--- src/rtl/stage_voice_mixer_pkg.sv ---
// Shared types and constants for the voice mixer stage.
package stage_voice_mixer_pkg;

    localparam int unsigned NUM_VOICE_OPERATORS = 256;
    localparam int unsigned VOICE_OP_ID_WIDTH   = $clog2(NUM_VOICE_OPERATORS);
    localparam int unsigned SAMPLE_WIDTH        = 16;
    localparam int unsigned ACC_WIDTH           = 24;
    localparam int unsigned OUTPUT_SHIFT        = 3;

    localparam logic signed [SAMPLE_WIDTH-1:0] SAMPLE_MAX = 16'sh7fff;
    localparam logic signed [SAMPLE_WIDTH-1:0] SAMPLE_MIN = 16'sh8000;

    // Saturation bounds sign-extended to accumulator width
    localparam logic signed [ACC_WIDTH-1:0] ACC_SAMPLE_MAX = ACC_WIDTH'(SAMPLE_MAX);
    localparam logic signed [ACC_WIDTH-1:0] ACC_SAMPLE_MIN = ACC_WIDTH'(SAMPLE_MIN);

    typedef logic [VOICE_OP_ID_WIDTH-1:0] VoiceOperatorID_t;

    // Only the carrier flag of the algorithm word matters at this stage
    typedef struct packed {
        logic IsCarrier;
    } AlgorithmWord_t;

    typedef enum logic {
        LOCK_UNLOCKED = 1'b0,
        LOCK_LOCKED   = 1'b1
    } lock_state_e;

    // Arithmetic scale-down of a frame sum followed by clamp to the sample range
    function automatic logic signed [SAMPLE_WIDTH-1:0] scale_saturate(
        input logic signed [ACC_WIDTH-1:0] sum
    );
        logic signed [ACC_WIDTH-1:0] scaled;
        scaled = sum >>> OUTPUT_SHIFT;
        if (scaled > ACC_SAMPLE_MAX) begin
            return SAMPLE_MAX;
        end else if (scaled < ACC_SAMPLE_MIN) begin
            return SAMPLE_MIN;
        end
        return scaled[SAMPLE_WIDTH-1:0];
    endfunction

endpackage

--- src/rtl/stage_voice_mixer_fifo.sv ---
// Two-entry sample FIFO with registered head; reports pushes dropped while full.
module sample_fifo2
    import stage_voice_mixer_pkg::*;
(
    input  logic                           clk_i,
    input  logic                           rst_ni,
    input  logic                           push_i,
    input  logic signed [SAMPLE_WIDTH-1:0] data_i,
    input  logic                           ready_i,
    output logic signed [SAMPLE_WIDTH-1:0] data_o,
    output logic                           valid_o,
    output logic                           drop_c_o
);

    logic [1:0]                     count_q, count_d;
    logic signed [SAMPLE_WIDTH-1:0] head_q, head_d;
    logic signed [SAMPLE_WIDTH-1:0] tail_q, tail_d;
    logic                           valid_q, valid_d;
    logic                           pop_c;
    logic                           drop_c;

    assign pop_c = valid_q & ready_i;

    // Next contents: head always holds the oldest entry, zero when empty
    always_comb begin
        count_d = count_q;
        head_d  = head_q;
        tail_d  = tail_q;
        drop_c  = 1'b0;
        case (count_q)
            2'd0: begin
                if (push_i) begin
                    head_d  = data_i;
                    count_d = 2'd1;
                end
            end
            2'd1: begin
                if (push_i && pop_c) begin
                    head_d = data_i;
                end else if (push_i) begin
                    tail_d  = data_i;
                    count_d = 2'd2;
                end else if (pop_c) begin
                    head_d  = '0;
                    count_d = 2'd0;
                end
            end
            2'd2: begin
                if (push_i && pop_c) begin
                    head_d = tail_q;
                    tail_d = data_i;
                end else if (pop_c) begin
                    head_d  = tail_q;
                    tail_d  = '0;
                    count_d = 2'd1;
                end else if (push_i) begin
                    drop_c = 1'b1;
                end
            end
            default: begin
                head_d  = '0;
                tail_d  = '0;
                count_d = 2'd0;
            end
        endcase
        valid_d = (count_d != 2'd0);
    end

    // Storage registers
    always_ff @(posedge clk_i) begin
        if (!rst_ni) begin
            count_q <= 2'd0;
            head_q  <= '0;
            tail_q  <= '0;
            valid_q <= 1'b0;
        end else begin
            count_q <= count_d;
            head_q  <= head_d;
            tail_q  <= tail_d;
            valid_q <= valid_d;
        end
    end

    assign data_o   = head_q;
    assign valid_o  = valid_q;
    assign drop_c_o = drop_c;

endmodule

--- src/rtl/stage_voice_mixer.sv ---
// Final stage: sums carrier outputs of each operator frame into one saturated audio sample.
module stage_voice_mixer
    import stage_voice_mixer_pkg::*;
(
    input  logic                           i_Clock,
    input  logic                           i_Reset_n,
    input  VoiceOperatorID_t               i_VoiceOperator,
    input  AlgorithmWord_t                 i_AlgorithmWord,
    input  logic signed [SAMPLE_WIDTH-1:0] i_Waveform,
    output logic signed [SAMPLE_WIDTH-1:0] o_Sample,
    output logic                           o_SampleValid,
    input  logic                           i_SampleReady,
    output logic                           o_Overrun,
    output logic                           o_FrameError
);

    localparam VoiceOperatorID_t LAST_ID = VoiceOperatorID_t'(NUM_VOICE_OPERATORS - 1);

    lock_state_e                 state_q, state_d;
    VoiceOperatorID_t            prev_id_q;
    VoiceOperatorID_t            expected_id_c;
    logic                        accept_c;
    logic                        mismatch_c;
    logic                        first_id_c;
    logic signed [ACC_WIDTH-1:0] term_c;
    logic signed [ACC_WIDTH-1:0] frame_sum_c;
    logic signed [ACC_WIDTH-1:0] acc_q;
    logic signed [ACC_WIDTH-1:0] commit_q;
    logic                        commit_valid_q;
    logic                        overrun_q;
    logic                        frame_error_q;
    logic                        fifo_drop_c;

    assign expected_id_c = (prev_id_q == LAST_ID) ? '0 : prev_id_q + VoiceOperatorID_t'(1);
    assign first_id_c    = (i_VoiceOperator == '0);
    assign term_c        = i_AlgorithmWord.IsCarrier
                         ? {{(ACC_WIDTH-SAMPLE_WIDTH){i_Waveform[SAMPLE_WIDTH-1]}}, i_Waveform}
                         : '0;
    assign frame_sum_c   = first_id_c ? term_c : acc_q + term_c;

    // Frame-lock state register
    always_ff @(posedge i_Clock) begin
        if (!i_Reset_n) begin
            state_q <= LOCK_UNLOCKED;
        end else begin
            state_q <= state_d;
        end
    end

    // Frame-lock next state: lock on ID 0, drop lock on any out-of-sequence ID
    always_comb begin
        state_d = state_q;
        unique case (state_q)
            LOCK_UNLOCKED: if (first_id_c) state_d = LOCK_LOCKED;
            LOCK_LOCKED:   if (i_VoiceOperator != expected_id_c) state_d = LOCK_UNLOCKED;
        endcase
    end

    // Frame-lock outputs: which input words are accumulated or flagged
    always_comb begin
        accept_c   = 1'b0;
        mismatch_c = 1'b0;
        unique case (state_q)
            LOCK_UNLOCKED: accept_c = first_id_c;
            LOCK_LOCKED: begin
                if (i_VoiceOperator == expected_id_c) begin
                    accept_c = 1'b1;
                end else begin
                    mismatch_c = 1'b1;
                end
            end
        endcase
    end

    // Accumulator, frame commit and sticky status flags
    always_ff @(posedge i_Clock) begin
        if (!i_Reset_n) begin
            prev_id_q      <= '0;
            acc_q          <= '0;
            commit_q       <= '0;
            commit_valid_q <= 1'b0;
            overrun_q      <= 1'b0;
            frame_error_q  <= 1'b0;
        end else begin
            commit_valid_q <= 1'b0;
            if (mismatch_c) begin
                acc_q         <= '0;
                frame_error_q <= 1'b1;
            end else if (accept_c) begin
                prev_id_q <= i_VoiceOperator;
                acc_q     <= frame_sum_c;
                if (i_VoiceOperator == LAST_ID) begin
                    commit_q       <= frame_sum_c;
                    commit_valid_q <= 1'b1;
                end
            end
            if (fifo_drop_c) begin
                overrun_q <= 1'b1;
            end
        end
    end

    sample_fifo2 u_fifo (
        .clk_i    (i_Clock),
        .rst_ni   (i_Reset_n),
        .push_i   (commit_valid_q),
        .data_i   (scale_saturate(commit_q)),
        .ready_i  (i_SampleReady),
        .data_o   (o_Sample),
        .valid_o  (o_SampleValid),
        .drop_c_o (fifo_drop_c)
    );

    assign o_Overrun    = overrun_q;
    assign o_FrameError = frame_error_q;

endmodule
--- config.mk ---
export PLATFORM = sky130hd
export DESIGN_NAME = stage_voice_mixer
export DESIGN_NICKNAME = d
export VERILOG_FILES = /design/src/rtl/stage_voice_mixer_pkg.sv /design/src/rtl/stage_voice_mixer_fifo.sv /design/src/rtl/stage_voice_mixer.sv
export SDC_FILE = /design/constraint.sdc
export NUM_CORES = 1
export LEC_CHECK = 0
export ABC_AREA = 1
export BUFFER_PORTS_ARGS = -buffer_cell sky130_fd_sc_hd__buf_2
export CAP_MARGIN = 20
export CORE_MARGIN = 4
export CORE_UTILIZATION = 40
export CTS_BUF_LIST = sky130_fd_sc_hd__clkbuf_8
export CTS_CLUSTER_SIZE = 28
export DETAILED_ROUTE_END_ITERATION = 7
export GPL_ROUTABILITY_DRIVEN = 0
export PLACE_DENSITY = 0.61
export SYNTH_ARGS = -nofsm -noshare
export SYNTH_HDL_FRONTEND = slang
export SYNTH_SLANG_ARGS = --single-unit
--- constraint.sdc ---
create_clock -name i_Clock -period 5.65 [get_ports i_Clock]
set_input_delay 0.565 -clock i_Clock [delete_from_list [all_inputs] [get_ports i_Clock]]
set_output_delay 0.565 -clock i_Clock [all_outputs]
set_load 0.03 [all_outputs]
# --- After elaboration in Yosys (flattened, before gate mapping) ---
# Cells that the tools add are included.
# Widths: inputs -> output; s select.
word_totals:
  ff_bits: 95
  inputBits: 28
  output_inout_bits: 19
  elab_cells: 80
op_classes:
  addsub: 2
  magnitude_cmp: 2
  n_eq_ne: 12
  mux: 37
  bitwise: 6
  reduce_logical: 10
op_table:
  columns: ["cell", "n"]
  rows:
  - ["$mux 16", 11]
  - ["$pmux 16 s3", 2]
  - ["$mux 24", 2]
  - ["$add 24x24->24", 1]
  - ["$gt 21x16->1 const B", 1]
  - ["$lt 21x16->1 const B", 1]
  - ["$eq 8x8->1 const B", 2]
  - ["$mux 1", 12]
  - ["$mux 2", 6]
  - ["$add 8x1->8 const B", 1]
  - ["$eq 8x8->1", 1]
  - ["$logic_not 8->1", 1]
  - ["$mux 8", 1]
  - ["$ne 8x8->1", 1]
  - ["$reduce_and 4->1", 2]
  - ["$ne 2x2->1 const B", 3]
  - ["$ne 3x1->1 const B", 2]
  - ["$pmux 2 s3", 1]
  - ["$not 1->1", 5]
  - ["$pmux 1 s2", 2]
  - ["$ne 3x2->1 const B", 1]
  - ["$reduce_and 3->1", 1]
  - ["$reduce_or 3->1", 1]
  - ["$eq 2x1->1 const B", 1]
  - ["7 further kinds", 7]

# --- Logic depth before layout (Yosys ltp) ---
depth:
  depth_word: 7
  ltp_mapped: 20
  depth_no_buf: 18

# --- Hierarchy ---
# From an unflattened synthesis, not the netlist that was laid out.
hier_totals:
  hier_cells: 1088
  hier_area_um2: 6392.4
by_module_without_submodules:
  columns: ["module", "instances", "cells_each", "area_per_inst_um2", "seq_area_each_um2"]
  rows:
  - ["stage_voice_mixer", 1, 775, 4443.0, 1141.1]
  - ["sample_fifo2", 1, 313, 1949.4, 700.7]

# --- Least setup slack after synthesis ---
# No wires, ideal clock.
synth_timing:
  path_type: "input-to-reg"
  startpoint: "input i_AlgorithmWord"
  endpoint: "register acc_q[12]"
  setup_time_ns: 0.114
  arrival_time_ns: 2.667
  required_time_ns: 5.536
  slack_ns: 2.869
  cell_stages: 16
  path_buffers: 2
  cell_sequence: "clkbuf_1 clkbuf_1 nand2_1 inv_1 ha_1 fa_1 nand2_1 nand3_1 and2_1 nand3_1 nand3_1 or2_2 nand3_1 o21ai_0 nor2_1 nor2_1"
synth_via:
  elab_chain_cells: 3
synth_rtl:
  columns: ["element", "line", "source"]
  rows:
  - ["from (decl)", "stage_voice_mixer.sv:8", "input AlgorithmWord_t i_AlgorithmWord,"]
  - ["$mux 24 *", "stage_voice_mixer.sv:37", "? {{(ACC_WIDTH-SAMPLE_WIDTH){i_Waveform[SAMPLE_WIDTH-1]}}, i_Waveform}"]
  - ["$add 24x24->24", "stage_voice_mixer.sv:39", "assign frame_sum_c = first_id_c ? term_c : acc_q + term_c;"]
  - ["$mux 24 *", "stage_voice_mixer.sv:39", null]
  - ["to (signal assigned)", "stage_voice_mixer.sv:91", "acc_q <= frame_sum_c;"]
  - ["to (decl)", "stage_voice_mixer.sv:27", "logic signed [ACC_WIDTH-1:0] acc_q;"]
# Every way passes the cells marked *; elsewhere a longest branch is shown, timed or not.
# A chain may end at the register's enable or synchronous reset.

# --- Worst setup path after layout ---
layout_timing:
  startpoint: "input i_VoiceOperator[5]"
  endpoint: "register acc_q[11]"
layout_via:
  elab_chain_cells: 4
layout_rtl:
  columns: ["element", "line", "source"]
  rows:
  - ["from (decl)", "stage_voice_mixer.sv:7", "input VoiceOperatorID_t i_VoiceOperator,"]
  - ["$eq 8x8->1", "stage_voice_mixer.sv:66", "if (i_VoiceOperator == expected_id_c) begin"]
  - ["$mux 1", "stage_voice_mixer.sv:66", null]
  - ["$mux 1", "stage_voice_mixer.sv:63", "unique case (state_q)"]
  - ["$reduce_or 2->1 (no line)", null, null]
# Several ways; a longest one is shown, not always the timed one.

==> results.sh <==
export IMPL_grt_pass1_wl_um=25700
export IMPL_ys_top_cells_by_area="dfxtp_1, nand2_1, nor2_1"
export IMPL_grt_max_degree=41
export IMPL_fmax_mhz=321
export IMPL_hold_ws_ps=462
export IMPL_worstSetupPathType="in2reg"
export IMPL_rsz0062_at_grt="no"
export IMPL_routedWlPerCell_um=12.7
export IMPL_insertedDiodeCount=0
export IMPL_initial_core_util_pct=41.3
export IMPL_ir_worst_vdd_v=0.0000898
export IMPL_hpwl_um=11100
export IMPL_power_leakage_nw=3.24
export IMPL_power_density_nw_per_um2=187
export IMPL_synth_ff_type="dfxtp_1"
export IMPL_area_growth_pct=8.38
export IMPL_fin_crit_sh_pct=55.1
export IMPL_synth_most_common_cell="nand2_1"
export IMPL_drt_iter0_drc=434
export IMPL_core_rowCount=44
export IMPL_fin_skew_ps=11.3
export IMPL_drv_slew=0
export IMPL_comb_power_share_pct=8.0
export IMPL_synthArstFlopShare_pct=0
export IMPL_core_um2=14600
export IMPL_yosysWarnings=0
export IMPL_insertion_delay_ps=380
export IMPL_antenna_found_initial=0
export IMPL_cts_max_level=3
export IMPL_hp_class="reg2reg"
export IMPL_syn_nets=1043
export IMPL_io_pin_count=47
export IMPL_grt_pass1_vias=5338
export IMPL_ys_ff_latch=92
export IMPL_die_x_um=131
export IMPL_post_route_min_period_ps=3110
export IMPL_reg2reg_slack_ps=2620
export IMPL_status="completed"
export IMPL_p_sw_uw=322
export IMPL_post_route_util_pct=44.7
export IMPL_cts_resized=0
export IMPL_holdBufCountCts=0
export IMPL_setup_violations_final=0
export IMPL_final_seq_area_um2=1840
export IMPL_final_antenna_net_count=0
export IMPL_hold_viol=0
export IMPL_synthTopCellsByCount="nand2_1, nor2_1, inv_1"
export IMPL_seq_area_frac_synth_pct=30.5
export IMPL_die_area_um2=17100
export IMPL_dp_cells=1184
export IMPL_fillCellCount=1612
export IMPL_routed_wl_um=15200
export IMPL_multiInputGateArea_um2=3560
export IMPL_vias_per_cell=4.93
export IMPL_cts_tree="done"
export IMPL_cp_max_fo=40
export IMPL_max_slew_worst_pin_slew_ps=1010
export IMPL_dr_pass1_iters=5
export IMPL_vias=5916
export IMPL_switching_share_pct=26.3
export IMPL_postCtsSetupRepairBufs=0
export IMPL_synth_top_area_share_pct=30.5
export IMPL_ctsLongestPathBuffers=2
export IMPL_syn_inst=986
export IMPL_die_h_um=131
export IMPL_relSlewSlack_pct=32.4
export IMPL_syn_avg_cell_area_um2=6.13
export IMPL_drive_gt1_share_pct=8.96
export IMPL_cp_arrival_ps=3380
export IMPL_synth_edff_count=0
export IMPL_ys_types=40
export IMPL_required_ps=5920
export IMPL_cts_inserted_buffers=9
export IMPL_power_frac_clock_pct=38.9
export IMPL_p_seq_share_pct=53.1
export IMPL_synth_top_cell_by_area="dfxtp_1"
export IMPL_overflow=0
export IMPL_finish_cell_count_without_fillers=1200
export IMPL_cap_violations=0
export IMPL_portBuffers=46
export IMPL_clk_transition_reported_paths_ps=90
export IMPL_clock_sinks=92
export IMPL_syn_area_um2=6040
export IMPL_start_kind="input port"
export IMPL_grt_use_total_pct=18.4
export IMPL_endpoint_kind="flip-flop"
export IMPL_fin_nets=1068
export IMPL_cts_root_buffer="clkbuf_8"
export IMPL_fin_tns_setup_ps=0
export IMPL_drc=0
export IMPL_internal_power_uw=903
[area by class of cell]
type                            count  area share, %
Clock buffer                       10           2.10
Inverter                          121           6.93
Tap cell                          184           3.51
Clock inverter                      6           1.05
Timing Repair Buffer               50           3.97
Sequential cell                    92           28.1
Multi-Input combinational cell    737           54.3
[logic make-up after synthesis]
kind of cell / Yosys count / share of synthesized area (%)
compound gates: 177 / 15.4
xor+xnor: 8 / 1.16
fa+ha+maj: 29 / 6.13
buf+inv: 157 / 10.7
flops: 92 / 30.5
simple gates: 523 / 36.1
[routing by layer]
metal	vias up	global-route usage [%]	wire length [um]
met5	-	0	0
met4	0	4.78	213
met3	15	3.74	542
met2	111	29.5	6720
met1	2607	25.4	7770
li1	3183	-	-
[critical path, cell delays in order]
cell	delay, ps
buf_2	130
nor2_1	120
nand3_1	80
nor2_1	110
buf_4	210
inv_1	410
or2_2	450
nand2_2	570
inv_2	420
a21oi_1	230
nor2_1	60
[path summary, 6_finish.rpt]
path                                     end               start  cells after the start
worst min-delay path            o_FrameError        o_FrameError                      2
worst min register to register  o_FrameError        o_FrameError                      2
worst max-delay path               acc_q[11]  i_VoiceOperator[5]                     11
worst max register to register     acc_q[11]        prev_id_q[0]                     14
[metrics by stage]
stage	instance area [um2]	total power [mW]	setup slack (ps)
2_1_floorplan	6040	0.733	2870
3_3_place_gp	6340	0.763	2190
3_5_place_dp	6340	0.763	2120
4_1_cts	6550	1.24	2550
5_1_grt	6550	1.29	2250
6_report	6550	1.22	2540
[sequential cells by signal, summed over array words and instances (netlist names)]
| signal | flops |
|---|---|
| prev_id_q | 8 |
| u_fifo.count_q | 2 |
| acc_q | 24 |
| commit_q | 21 |
| o_FrameError | 1 |
| u_fifo.valid_o | 1 |
| state_q | 1 |
| commit_valid_q | 1 |
| u_fifo.data_o | 16 |
| u_fifo.tail_q | 16 |
| o_Overrun | 1 |
[power groups by stage]
stage	sequential [mW]	clock (mW)	combinational, mW
after floorplan	0.665	0	0.0674
after global routing	0.651	0.525	0.111
after global placement	0.666	0	0.0971
after detailed placement	0.666	0	0.0972
after CTS	0.651	0.496	0.0974
final	0.651	0.476	0.0979
[cell usage in the layout (no fill, tap or decap), types with 5 or more instances in the layout]
cell type / instances
a21oi_1: 76
buf_2: 46
clkbuf_8: 10
dfxtp_1: 92
ha_1: 28
inv_1: 117
nand2_1: 279
nand3_1: 63
nand4_1: 15
nor2_1: 139
nor3_1: 5
o21ai_0: 71
o21ai_1: 13
or2_2: 7
xor2_1: 7
Power figures use the tool's default switching activity.
